==> src/rtl/alu_pipe_skid_reg.sv <==
// ---------------------------------------------------------------------------
// alu_pipe_skid_reg
// Two-entry skid-buffered pipeline register that carries an ALU operation
// bundle {a, b, c, op, inv} from an upstream valid/ready source to a
// downstream valid/ready sink. in_ready_o comes straight from a flop, so no
// combinational path exists from out_ready_i back to in_ready_o.
//
// Ports
//   clk_i          clock, rising edge
//   async_reset_i  asynchronous reset, active-low
//   flush_i        synchronous flush, active-high (highest priority)
//   in_valid_i     upstream offers a bundle
//   in_ready_o     block accepts a bundle this cycle (registered)
//   a_i, b_i       operands, WIDTH bits
//   c_i            carry-in
//   op_i           operation select, OPW bits
//   inv_i          invert-operand control
//   out_valid_o    output bundle valid (registered)
//   out_ready_i    downstream accepts the output bundle
//   a_o, b_o, c_o, op_o, inv_o   registered bundle toward the ALU
//   occupancy_o    stored entries, 0..2 (registered)
// ---------------------------------------------------------------------------
module alu_pipe_skid_reg #(
  parameter int unsigned WIDTH = 32,
  parameter int unsigned OPW   = 3
) (
  input  logic             clk_i,
  input  logic             async_reset_i,
  input  logic             flush_i,
  input  logic             in_valid_i,
  output logic             in_ready_o,
  input  logic [WIDTH-1:0] a_i,
  input  logic [WIDTH-1:0] b_i,
  input  logic             c_i,
  input  logic [OPW-1:0]   op_i,
  input  logic             inv_i,
  output logic             out_valid_o,
  input  logic             out_ready_i,
  output logic [WIDTH-1:0] a_o,
  output logic [WIDTH-1:0] b_o,
  output logic             c_o,
  output logic [OPW-1:0]   op_o,
  output logic             inv_o,
  output logic [1:0]       occupancy_o
);

  typedef enum logic [1:0] {
    EMPTY = 2'd0,
    ONE   = 2'd1,
    FULL  = 2'd2
  } state_e;

  state_e           state_q, state_d;
  logic             in_ready_q, in_ready_d;
  logic             out_valid_q, out_valid_d;
  logic [1:0]       occ_q, occ_d;

  // Output register entry
  logic [WIDTH-1:0] a_q, b_q;
  logic             c_q, inv_q;
  logic [OPW-1:0]   op_q;

  // Skid register entry
  logic [WIDTH-1:0] skid_a_q, skid_b_q;
  logic             skid_c_q, skid_inv_q;
  logic [OPW-1:0]   skid_op_q;

  logic accept_c;
  logic pop_c;
  logic load_out_c;
  logic load_skid_c;
  logic from_skid_c;

  assign accept_c = in_valid_i & in_ready_q;
  assign pop_c    = out_valid_q & out_ready_i;

  // State register
  always_ff @(posedge clk_i or negedge async_reset_i) begin
    if (!async_reset_i) begin
      state_q     <= EMPTY;
      in_ready_q  <= 1'b1;
      out_valid_q <= 1'b0;
      occ_q       <= 2'd0;
    end else begin
      state_q     <= state_d;
      in_ready_q  <= in_ready_d;
      out_valid_q <= out_valid_d;
      occ_q       <= occ_d;
    end
  end

  // Next-state, handshake flags and data-path enables
  always_comb begin
    state_d     = state_q;
    load_out_c  = 1'b0;
    load_skid_c = 1'b0;
    from_skid_c = 1'b0;

    if (flush_i) begin
      // Flush drops everything, including a same-cycle accept; data holds.
      state_d = EMPTY;
    end else begin
      unique case (state_q)
        EMPTY: begin
          if (accept_c) begin
            load_out_c = 1'b1;
            state_d    = ONE;
          end
        end
        ONE: begin
          if (accept_c && pop_c) begin
            load_out_c = 1'b1;
          end else if (accept_c) begin
            load_skid_c = 1'b1;
            state_d     = FULL;
          end else if (pop_c) begin
            state_d = EMPTY;
          end
        end
        FULL: begin
          if (pop_c) begin
            load_out_c  = 1'b1;
            from_skid_c = 1'b1;
            state_d     = ONE;
          end
        end
        default: state_d = EMPTY;
      endcase
    end

    in_ready_d  = (state_d != FULL);
    out_valid_d = (state_d != EMPTY);
    occ_d       = 2'(state_d);
  end

  // Output and skid data registers
  always_ff @(posedge clk_i or negedge async_reset_i) begin
    if (!async_reset_i) begin
      a_q        <= '0;
      b_q        <= '0;
      c_q        <= 1'b0;
      op_q       <= '0;
      inv_q      <= 1'b0;
      skid_a_q   <= '0;
      skid_b_q   <= '0;
      skid_c_q   <= 1'b0;
      skid_op_q  <= '0;
      skid_inv_q <= 1'b0;
    end else begin
      if (load_out_c) begin
        if (from_skid_c) begin
          a_q   <= skid_a_q;
          b_q   <= skid_b_q;
          c_q   <= skid_c_q;
          op_q  <= skid_op_q;
          inv_q <= skid_inv_q;
        end else begin
          a_q   <= a_i;
          b_q   <= b_i;
          c_q   <= c_i;
          op_q  <= op_i;
          inv_q <= inv_i;
        end
      end
      if (load_skid_c) begin
        skid_a_q   <= a_i;
        skid_b_q   <= b_i;
        skid_c_q   <= c_i;
        skid_op_q  <= op_i;
        skid_inv_q <= inv_i;
      end
    end
  end

  assign in_ready_o  = in_ready_q;
  assign out_valid_o = out_valid_q;
  assign occupancy_o = occ_q;
  assign a_o         = a_q;
  assign b_o         = b_q;
  assign c_o         = c_q;
  assign op_o        = op_q;
  assign inv_o       = inv_q;

endmodule

==> config.mk <==
export PLATFORM = sky130hd
export DESIGN_NAME = alu_pipe_skid_reg
export DESIGN_NICKNAME = d
export VERILOG_FILES = /design/src/rtl/alu_pipe_skid_reg.sv
export SDC_FILE = /design/constraint.sdc
export NUM_CORES = 1
export LEC_CHECK = 0
export BUFFER_PORTS_ARGS = -buffer_cell sky130_fd_sc_hd__buf_2
export CORE_MARGIN = 3
export CORE_UTILIZATION = 48
export DETAILED_ROUTE_END_ITERATION = 8
export GPL_TIMING_DRIVEN = 0
export PLACE_DENSITY = 0.86
export SLEW_MARGIN = 20
export SYNTH_ARGS = -nofsm -noshare
export SYNTH_HDL_FRONTEND = slang
export SYNTH_SLANG_ARGS = --single-unit
==> constraint.sdc <==
create_clock -name clk_i -period 2.05 [get_ports clk_i]
set_clock_uncertainty 0.05 [all_clocks]
set_input_delay 0 -clock clk_i [delete_from_list [all_inputs] [get_ports clk_i]]
set_output_delay 0 -clock clk_i [all_outputs]
set_load 0.05 [all_outputs]
==> results.py <==
metrics = {
    "outcome": {
        "status": "finished, violations left",
        "violations": "setup timing",
    },
    "setup_path": {
        "critPathTopFamily": "simple AND/OR/NAND/NOR gates",
        "cp.arrival_ns": 2.34,
        "path_common_cell": "buf_12",
        "path_cells": "nand2_1 -> or3_4 -> a31oi_4 -> buf_12 -> buf_12 -> buf_12 -> buf_12 -> mux2_4",
        "crit_path_max_fanout": 6,
        "crit_type": "register to register",
        "path_buf_inv": 4,
        "critical_path.endpoint_type": "register",
        "max_stage_delay_ns": 0.41,
        "slowest_stage": "or3_4",
        "critPathRequiredTime_ns": 2.30,
        "start_kind": "register",
    },
    "clocking": {
        "clk_latency_ns": 0.42,
        "numCtsBuffers": 17,
        "clock-root-buffer": "clkbuf_16",
        "clk_pin_slew_ns": 0.06,
        "cts_tree": "built",
        "h-tree-depth": 4,
        "clock-sinks": 142,
        "clockBufferDepth": 2,
    },
    "placed_design": {
        "place_area_um2": 7180,
        "io_buffers": 146,
        "dp_slack_ns": -0.147,
        "gp_congestion": 0.765,
        "hpwl_um": 9010,
    },
    "logic_synthesis": {
        "ys_seq_area_share_pct": 58.0,
        "yosysUniqueCellTypes": 20,
        "synthesis.nets": 465,
        "syn-cell-area_um2": 6130,
        "synth_flop_cell": "dfrtp_1",
        "synth-seq-cells": 142,
        "syn_avg_cell_area_um2": 15.7,
        "synth_cells": 391,
        "ys_warn_count": 0,
        "ys_async_sr_fraction_pct": 100,
        "synth_edf_count": 0,
    },
    "layout": {
        "nFillCells": 770,
        "final_util_pct": 70.9,
        "drive_above_1_share_pct": 63.4,
        "layout_common_cells": "mux2_2 (187), buf_2 (147), dfrtp_1 (138), dlygate4sd3_1 (73), clkbuf_16 (17)",
        "fin_nets": 712,
        "syn_to_final_growth_pct": 41.8,
        "antenna_cells": 0,
        "fin_area_um2": 8690,
        "mostFrequentLayoutCell": "mux2_2",
    },
    "sta": {
        "drv_slew": 0,
        "max_freq_mhz": 477,
        "rsz0062_at_grt": "true",
        "finalSetupTns_ns": -0.337,
        "finalSetupViolCount": 15,
        "worst_pin_slew_ns": 0.622,
        "setup_ws_ns": -0.0474,
        "finalCriticalPeriod_ns": 2.10,
        "timing.final.hold_violations": 0,
        "timing.final.crit_share_pct": 102,
        "relSlewSlack_pct": 58.5,
        "hold_slack_ns": 0.0729,
    },
    "route": {
        "first_pass_iters": 4,
        "wl_per_cell_um": 18.6,
        "drt_iter0_markers": 170,
        "routed_wirelength_um": 15300,
        "postRouteAntennaNets": 0,
        "vias": 4222,
        "viasPerCell": 5.16,
        "drc_errors": 0,
    },
    "floorplanning": {
        "io_pins": 147,
        "fp.dieH_um": 119,
        "rows": 40,
        "die_x_um": 119,
        "fp.coreArea_um2": 12300,
        "die-area_um2": 14200,
        "initial_core_util_pct": 50.0,
    },
    "global_routing": {
        "grt_max_degree": 74,
        "top_usage_layer": "met2",
        "grt_antenna_before_repair": 0,
        "use_met2_pct": 40.7,
        "grt.met3_usage_pct": 5.75,
        "grt_pass1_wl_um": 24800,
        "grt_use_total_pct": 22.3,
        "first_global_vias": 4779,
        "gr-total-overflow": 0,
        "grt_use_met1_pct": 24.6,
    },
    "job": {
        "maxCapViolCount": 0,
    },
    "power": {
        "p_leak_nw": 3.99,
        "ir_worst_vdd_uv": 972,
        "cellPowerDensity_nw_per_um2": 1300,
    },
    "min_path": {
        "hold_path.class": "primary input to async pin",
    },
}
worst reg2reg max path: stages, from the launching register on:
cell and delay [ns]:
dfrtp_2 0.40, nand2_1 0.14, or3_4 0.41, a31oi_4 0.19, buf_12 0.14, buf_12 0.11
buf_12 0.10, buf_12 0.12, mux2_4 0.31
cell usage after synthesis, types with 2 or more instances:
cell	instances	area [um^2]
buf_1	5	18.8
mux2_2	197	2220
buf_2	8	40.0
a21o_1	2	15.0
nand2_1	3	11.3
buf_6	2	22.5
buf_4	2	15.0
a21oi_1	5	25.0
nand3_1	2	10.0
mux2_1	10	113
or3_1	2	12.5
dfrtp_1	141	3530
clkbuf_1	5	18.8
flip-flops by register name (all words and copies together), names as in the netlist:
name and flops:
inv_o 1, out_valid_o 1, skid_op_q 3, skid_a_q 32
a_o 32, occupancy_o 2, c_o 1, op_o 3
skid_inv_q 1, b_o 32, skid_c_q 1, skid_b_q 32
in_ready_o 1
logic make-up (layout without fill, tap and decap cells):
group	after synthesis	in the layout	share of synthesized area (%)
buffers and inverters	22	282	1.88
flip-flops	142	142	58.0
AND/OR/NAND/NOR	12	12	1.25
multiplexers	207	207	38.0
AO/OA/AOI/OAI	8	8	0.857
layout make-up:
type | count | area [um^2] | share of cell area (%)
clock buffers | 21 | 470 | 5.41
clock inverters | 11 | 139 | 1.60
plain buffers | 19 | 143 | 1.64
repair buffers | 231 | 1620 | 18.6
flip-flops and latches | 142 | 3560 | 40.9
multi-input cells | 227 | 2550 | 29.4
well taps | 168 | 210 | 2.42
routing by layer:
metal / vias up / routed length, um
met5: - / 0
met4: 0 / 405
met2: 138 / 8180
li1: 1912 / -
met1: 2134 / 5920
met3: 38 / 751
what timing repair did:
| action | in CTS | in global routing |
|---|---|---|
| buffers inserted | 8 | 3 |
| hold endpoints to repair | 284 | 0 |
| setup endpoints to repair | 107 | 123 |
| hold buffers | 73 | 0 |
| pin swaps | 5 | 2 |
| cloned | 1 | 0 |
| gates resized for setup | 21 | 3 |
through the flow:
step,power (W),cells
CTS,0.0113,819
detailed placement,0.00794,706
global placement,0.00775,705
global route,0.0118,819
finish,0.0113,819
floorplan,0.00698,391
power by group:
part	switching (W)	internal, W
combinational	0.00232	0.00141
sequential	0.000571	0.00384
clock	0.00114	0.00200
total	0.00404	0.00725
worst paths after layout:
check | cells past startpoint | end | from | slack, ns
max in group asynchronous | 3 | skid_b_q[3] | async_reset_i | 1.15
worst max-delay path | 8 | a_o[3] | out_valid_o | -0.05
worst min register to register | 1 | skid_b_q[10] | skid_b_q[10] | 0.45
min in group clk_i | 3 | skid_b_q[7] | b_i[7] | 0.31
worst max register to register | 8 | a_o[3] | out_valid_o | -0.05
worst min-delay path | 2 | skid_a_q[9] | async_reset_i | 0.07
No activity file was read; power rests on OpenSTA's default activity.
